`src/rtl/icache_refill_pkg.sv`:
```
`default_nettype none
// ============================================================================
// Module  : icache_pkg
// Brief   : Refill state encoding and default line geometry shared with fetch.
// Revision: 1.0
// ============================================================================
package icache_pkg;

   localparam int c_line_words = 8;   // 64-bit words per line
   localparam int c_boff_bits  = 3;   // log2(c_line_words)
   localparam int c_byte_bits  = 3;   // byte offset inside a word
   localparam int c_set_bits   = 4;   // set index width

   typedef enum logic [2:0] {
      ST_IDLE   = 3'd0,
      ST_INVAL  = 3'd1,
      ST_ADDR   = 3'd2,
      ST_DATA   = 3'd3,
      ST_COMMIT = 3'd4
   } refill_state_t;

   function automatic logic [63:0] line_align(input logic [63:0] addr,
                                              input int          off_bits);
      line_align = addr & ~((64'd1 << off_bits) - 64'd1);
   endfunction

endpackage
`default_nettype wire

```
`src/rtl/icache_refill.sv`:
```
`default_nettype none
// ============================================================================
// Module  : icache_refill
// Brief   : Instruction-cache line refill engine: invalidate, burst read, commit.
// Revision: 1.0
// ============================================================================
module icache_refill
   import icache_pkg::*;
#(
   parameter int B = c_line_words,
   parameter int b = c_boff_bits,
   parameter int y = c_byte_bits,
   parameter int s = c_set_bits,
   parameter int t = 64 - s - b - y
) (
   input  logic          clk,
   input  logic          reset,
   input  logic          miss_req,
   input  logic [63:0]   miss_addr,
   input  logic          lru_way,
   output logic          ar_valid,
   input  logic          ar_ready,
   output logic [63:0]   ar_addr,
   output logic [7:0]    ar_len,
   input  logic          r_valid,
   output logic          r_ready,
   input  logic [63:0]   r_data,
   input  logic          r_last,
   output logic          fill_we,
   output logic [s-1:0]  fill_set,
   output logic          fill_way,
   output logic [b-1:0]  fill_word,
   output logic [63:0]   fill_data,
   output logic          tag_we,
   output logic          tag_valid,
   output logic [t-1:0]  tag_tag,
   output logic          busy,
   output logic          done,
   output logic          err
);

   localparam int         c_off       = b + y;
   localparam logic [b-1:0] c_last_beat = b'(B - 1);

   refill_state_t r_state;
   logic [b-1:0]  r_beat;
   logic          w_beat_fire;
   logic          w_at_last;

   assign ar_len      = 8'(B - 1);
   assign w_beat_fire = r_ready & r_valid;
   assign w_at_last   = (r_beat == c_last_beat);

   // Data path is a pass-through so the beat lands in the array on its own
   // cycle, keeping the last fill clear of the COMMIT tag write.
   assign fill_we   = w_beat_fire;
   assign fill_word = r_beat;
   assign fill_data = r_ready ? r_data : 64'd0;

   always_ff @(posedge clk or posedge reset) begin
      if (reset) begin
         r_state   <= ST_IDLE;
         r_beat    <= '0;
         ar_valid  <= 1'b0;
         ar_addr   <= 64'd0;
         r_ready   <= 1'b0;
         fill_set  <= '0;
         fill_way  <= 1'b0;
         tag_we    <= 1'b0;
         tag_valid <= 1'b0;
         tag_tag   <= '0;
         busy      <= 1'b0;
         done      <= 1'b0;
         err       <= 1'b0;
      end else begin
         tag_we <= 1'b0;
         done   <= 1'b0;
         case (r_state)
            ST_IDLE: begin
               if (miss_req) begin
                  fill_set  <= miss_addr[c_off +: s];
                  fill_way  <= lru_way;
                  tag_tag   <= miss_addr[63 -: t];
                  ar_addr   <= line_align(miss_addr, c_off);
                  r_beat    <= '0;
                  tag_we    <= 1'b1;
                  tag_valid <= 1'b0;
                  busy      <= 1'b1;
                  r_state   <= ST_INVAL;
               end
            end
            ST_INVAL: begin
               ar_valid <= 1'b1;
               r_state  <= ST_ADDR;
            end
            ST_ADDR: begin
               if (ar_ready) begin
                  ar_valid <= 1'b0;
                  r_ready  <= 1'b1;
                  r_state  <= ST_DATA;
               end
            end
            ST_DATA: begin
               if (w_beat_fire) begin
                  r_beat <= r_beat + 1'b1;
                  if (r_last && w_at_last) begin
                     r_ready   <= 1'b0;
                     tag_we    <= 1'b1;
                     tag_valid <= 1'b1;
                     done      <= 1'b1;
                     r_state   <= ST_COMMIT;
                  end else if (r_last || w_at_last) begin
                     // Malformed burst: the line was invalidated up front,
                     // so abandoning it here leaves nothing stale to hit.
                     r_ready <= 1'b0;
                     err     <= 1'b1;
                     busy    <= 1'b0;
                     r_state <= ST_IDLE;
                  end
               end
            end
            ST_COMMIT: begin
               tag_valid <= 1'b0;
               busy      <= 1'b0;
               r_state   <= ST_IDLE;
            end
            default: begin
               r_state <= ST_IDLE;
            end
         endcase
      end
   end

endmodule
`default_nettype wire

```
`config.mk`:
```
export PLATFORM = sky130hd
export DESIGN_NAME = icache_refill
export DESIGN_NICKNAME = d
export VERILOG_FILES = /design/src/rtl/icache_refill_pkg.sv /design/src/rtl/icache_refill.sv
export SDC_FILE = /design/constraint.sdc
export NUM_CORES = 1
export LEC_CHECK = 0
export CORE_AREA = 3 3 132 134
export DETAILED_ROUTE_END_ITERATION = 10
export DIE_AREA = 0 0 135 137
export PLACE_DENSITY_LB_ADDON = 0.08
export SYNTH_ARGS = -nofsm -noshare
export SYNTH_HDL_FRONTEND = slang
export SYNTH_SLANG_ARGS = --single-unit
```
`constraint.sdc`:
```
create_clock -name clk -period 3 [get_ports clk]
set_input_delay 0.6 -clock clk [delete_from_list [all_inputs] [get_ports clk]]
set_output_delay 0.6 -clock clk [all_outputs]
set_load 0.01 [all_outputs]
```
==> flow_summary.ini <==
[status]
status = finished clean

[die]
fp.dieW_um = 135
die_area_sq_um = 18500
die_y_um = 137
start_util_pct = 23.52
num_rows = 47
placeableCoreArea_sq_um = 16410
ios = 341

[power]
p_seq_share_pct = 27.2
power_density_nw_per_um2 = 931.2
swShare_pct = 33.12
p_total_mw = 6.548
power_frac_clock_pct = 15.2
combPwrFrac_pct = 57.6
intPower_mw = 4.379
power.leakage_nw = 2.863
power_switching_mw = 2.169
peakVddDrop_uv = 340.5

[clocking]
ctsLongestPathBuffers = 2
ctsResizeCount = 0
hold_buffers = 0
clkLatencyLatePin_ns = 0.34
h-tree-depth = 3
clock_sinks = 72
cts_tree = built
numCtsBuffers = 9
cts-root-buf = clkbuf_16
post_cts_buffers = 0
path_clk_slew_ns = 0.06

[grt]
grt_remaining_overflow = 0
grt_use_total_pct = 12.98
grt_max_degree = 70
antenna_found_initial = 0
grt_pass1_vias = 3314
grt_pass1_wl_um = 18290

[hold_path]
hold_path.startpoint = err
hp-class = reg2reg
holdPathStages = 1
worstHoldEndpoint = err

[routing]
wl_met2_um = 6664
wl_per_cell_um = 15.17
dr.pass1.iters = 4
route.detailed.drc = 0
top_layer = met4
met3_length_um = 1177
wl_met1_um = 4334
drtAntennaViolNets = 0
first_iter_violations = 84
wl_um = 12430
vias = 3191
vias_per_cell = 3.896

[critical_path]
max_stage_delay_ns = 0.58
worstSetupPathType = reg2out
crit_family = buffers and inverters
cp_num_cells = 4
critPathRequiredTime_ns = 2.40
r2r_slack_ns = 1.24
cp.arrival_ns = 2.03
crit_start = r_ready
rr_endpoint = tag_tag[27]
r2r-start = r_state[0]
crit_buf_inv = 3
crit_fanout = 69
endpoint_kind = output pin
r2r_cells = 3
cp_cell_sequence = buf_4 > nand2_1 > inv_1 > clkdlybuf4s50_1
start_kind = flip-flop
slowest_stage = clkdlybuf4s50_1

[sta]
min_period_over_period_pct = 87.80
hold_viol_final = 0
slew_violations = 0
setup_tns_ns = 0
final-setup-viol-count = 0
clock-skew-final_ns = 0.005423
period_minus_slack_ns = 2.634
grt_setup_unrepaired = false
relSlewSlack_pct = 57.30
tightest_slew_ns = 0.6398
max_freq_mhz = 379.7

[synth]
synth-adder-area-share_pct = 0.6485
avgSynthCellArea_sq_um = 11.52
yosysUniqueCellTypes = 32
synth_seq_cells = 72
syn_inst = 335
synth-async-reset-ratio_pct = 100.0
ys.flop_type = dfrtp_1
synth_compound_area_share_pct = 2.237
synth_enable_flop_cells = 0
synth-xor-area-share_pct = 0.2270
muxShareOfSynthArea_pct = 17.77
synth_top_family_by_area = buffers and inverters
netlist_area_sq_um = 3859
yosys.area_share.simple_pct = 14.20
synth-seq-area-share_pct = 46.69
yosys_warnings = 0

[finish]
n_fill_cell = 1532
design_area_sq_um = 7032
antenna_cells = 0
final_nets = 731
area_delta_synth_final_pct = 82.23
drive_gt1_share_pct = 14.36
post-route-util_pct = 42.86

[placement]
place_area_sq_um = 6758
routabilityCongestion = 0.7147
io_buffers = 320
place_hpwl_um = 9939

[job]
maxCapViolCount = 0
==> worst register-to-register path, delay by kind of cell, from the launching register on <==
family / cells / cell delay [ns]
flip-flops: 1 / 0.50
multiplexers: 1 / 0.44
AND/OR/NAND/NOR: 1 / 0.40
buffers and inverters: 1 / 0.30
==> registers in the layout (all words and copies together) (netlist names) <==
name,cells
tag_tag,54
fill_set,3
fill_word,3
r_state,3
ar_addr,1
ar_valid,1
busy,1
done,1
err,1
fill_way,1
r_ready,1
tag_valid,1
tag_we,1
==> per-stage QoR <==
stage                     std cells  hold WS, ns  setup slack, ns
after floorplan                 347       0.4932           0.5751
after global placement          803       0.4424           0.4263
after detailed placement        803       0.4494           0.4308
after CTS                       819       0.4719           0.3001
after global routing            819       0.5038           0.1341
final                           819       0.4669           0.3660
==> how the worst max path moves through the flow <==
stage / slack [ns] / endpoint
after floorplan: 0.58 / ar_addr[9]
after global placement: 0.43 / fill_we
after detailed placement: 0.43 / fill_we
after CTS: 0.30 / fill_we
after global routing: 0.13 / fill_we
final: 0.37 / fill_we
==> cell type report <==
| class | count | area [sq um] | area share [%] |
|---|---|---|---|
| tap | 220 | 275.3 | 3.915 |
| sequential | 72 | 1802 | 25.62 |
| clock buffer | 11 | 242.7 | 3.452 |
| inverter | 3 | 12.51 | 0.1779 |
| timing repair buffer | 325 | 3253 | 46.26 |
| multi-input combinational | 183 | 1415 | 20.12 |
| clock inverter | 5 | 31.28 | 0.4448 |
==> logic make-up (layout without fill, tap and decap cells) <==
group,count (synthesis),in the layout
AND/OR/NAND/NOR,91,91
multiplexers,61,61
buffers and inverters,92,344
adder cells (fa/ha/maj),2,2
flip-flops,72,72
XOR/XNOR,1,1
AO/OA/AOI/OAI,14,14
other,2,14
==> cells in the mapped netlist (2+ instances only) <==
| cell | number | area share (%) |
|---|---|---|
| o21ai_0 | 4 | 0.52 |
| nand2b_1 | 2 | 0.32 |
| nor3_1 | 4 | 0.52 |
| or2_2 | 2 | 0.32 |
| dfrtp_1 | 72 | 47 |
| inv_1 | 3 | 0.29 |
| conb_1 | 2 | 0.19 |
| and2_1 | 64 | 10 |
| nand3_1 | 3 | 0.39 |
| nand3b_1 | 2 | 0.39 |
| clkbuf_8 | 5 | 1.8 |
| ha_1 | 2 | 0.65 |
| mux2_2 | 60 | 18 |
| buf_4 | 73 | 14 |
| clkbuf_1 | 7 | 0.68 |
| a21oi_1 | 4 | 0.52 |
| nor2_1 | 8 | 0.78 |
| buf_2 | 2 | 0.26 |
| nand2_1 | 3 | 0.29 |
==> per-layer routing <==
| metal | vias to the layer above | global-route usage (%) |
|---|---|---|
| met5 | - | 0 |
| met4 | 0 | 5.095 |
| met3 | 19 | 5.441 |
| met2 | 162 | 23.15 |
| met1 | 1489 | 13.60 |
| li1 | 1521 | - |
==> power groups by stage <==
stage	clock network, mW	registers, mW	logic [mW]
final	0.994	1.78	3.77
after global routing	1.07	1.86	4.04
after CTS	1.03	1.80	3.84
after detailed placement	0	1.81	3.83
after global placement	0	1.79	3.82
after floorplan	0	1.92	1.77
==> cell usage in the layout (no fill, tap or decap), types with 3 or more instances in the layout <==
cell type / Yosys / routed
nor3_1: 4 / 4
nand3_1: 3 / 3
nand2_1: 3 / 3
o21ai_0: 4 / 4
buf_4: 73 / 4
and2_1: 64 / 64
conb_1: 2 / 14
a21oi_1: 4 / 4
mux2_2: 60 / 60
clkbuf_16: 0 / 9
clkinv_2: 0 / 4
dfrtp_1: 72 / 72
nor2_1: 8 / 8
clkdlybuf4s50_1: 0 / 320
Note: power is estimated with default switching activity, not from simulation.
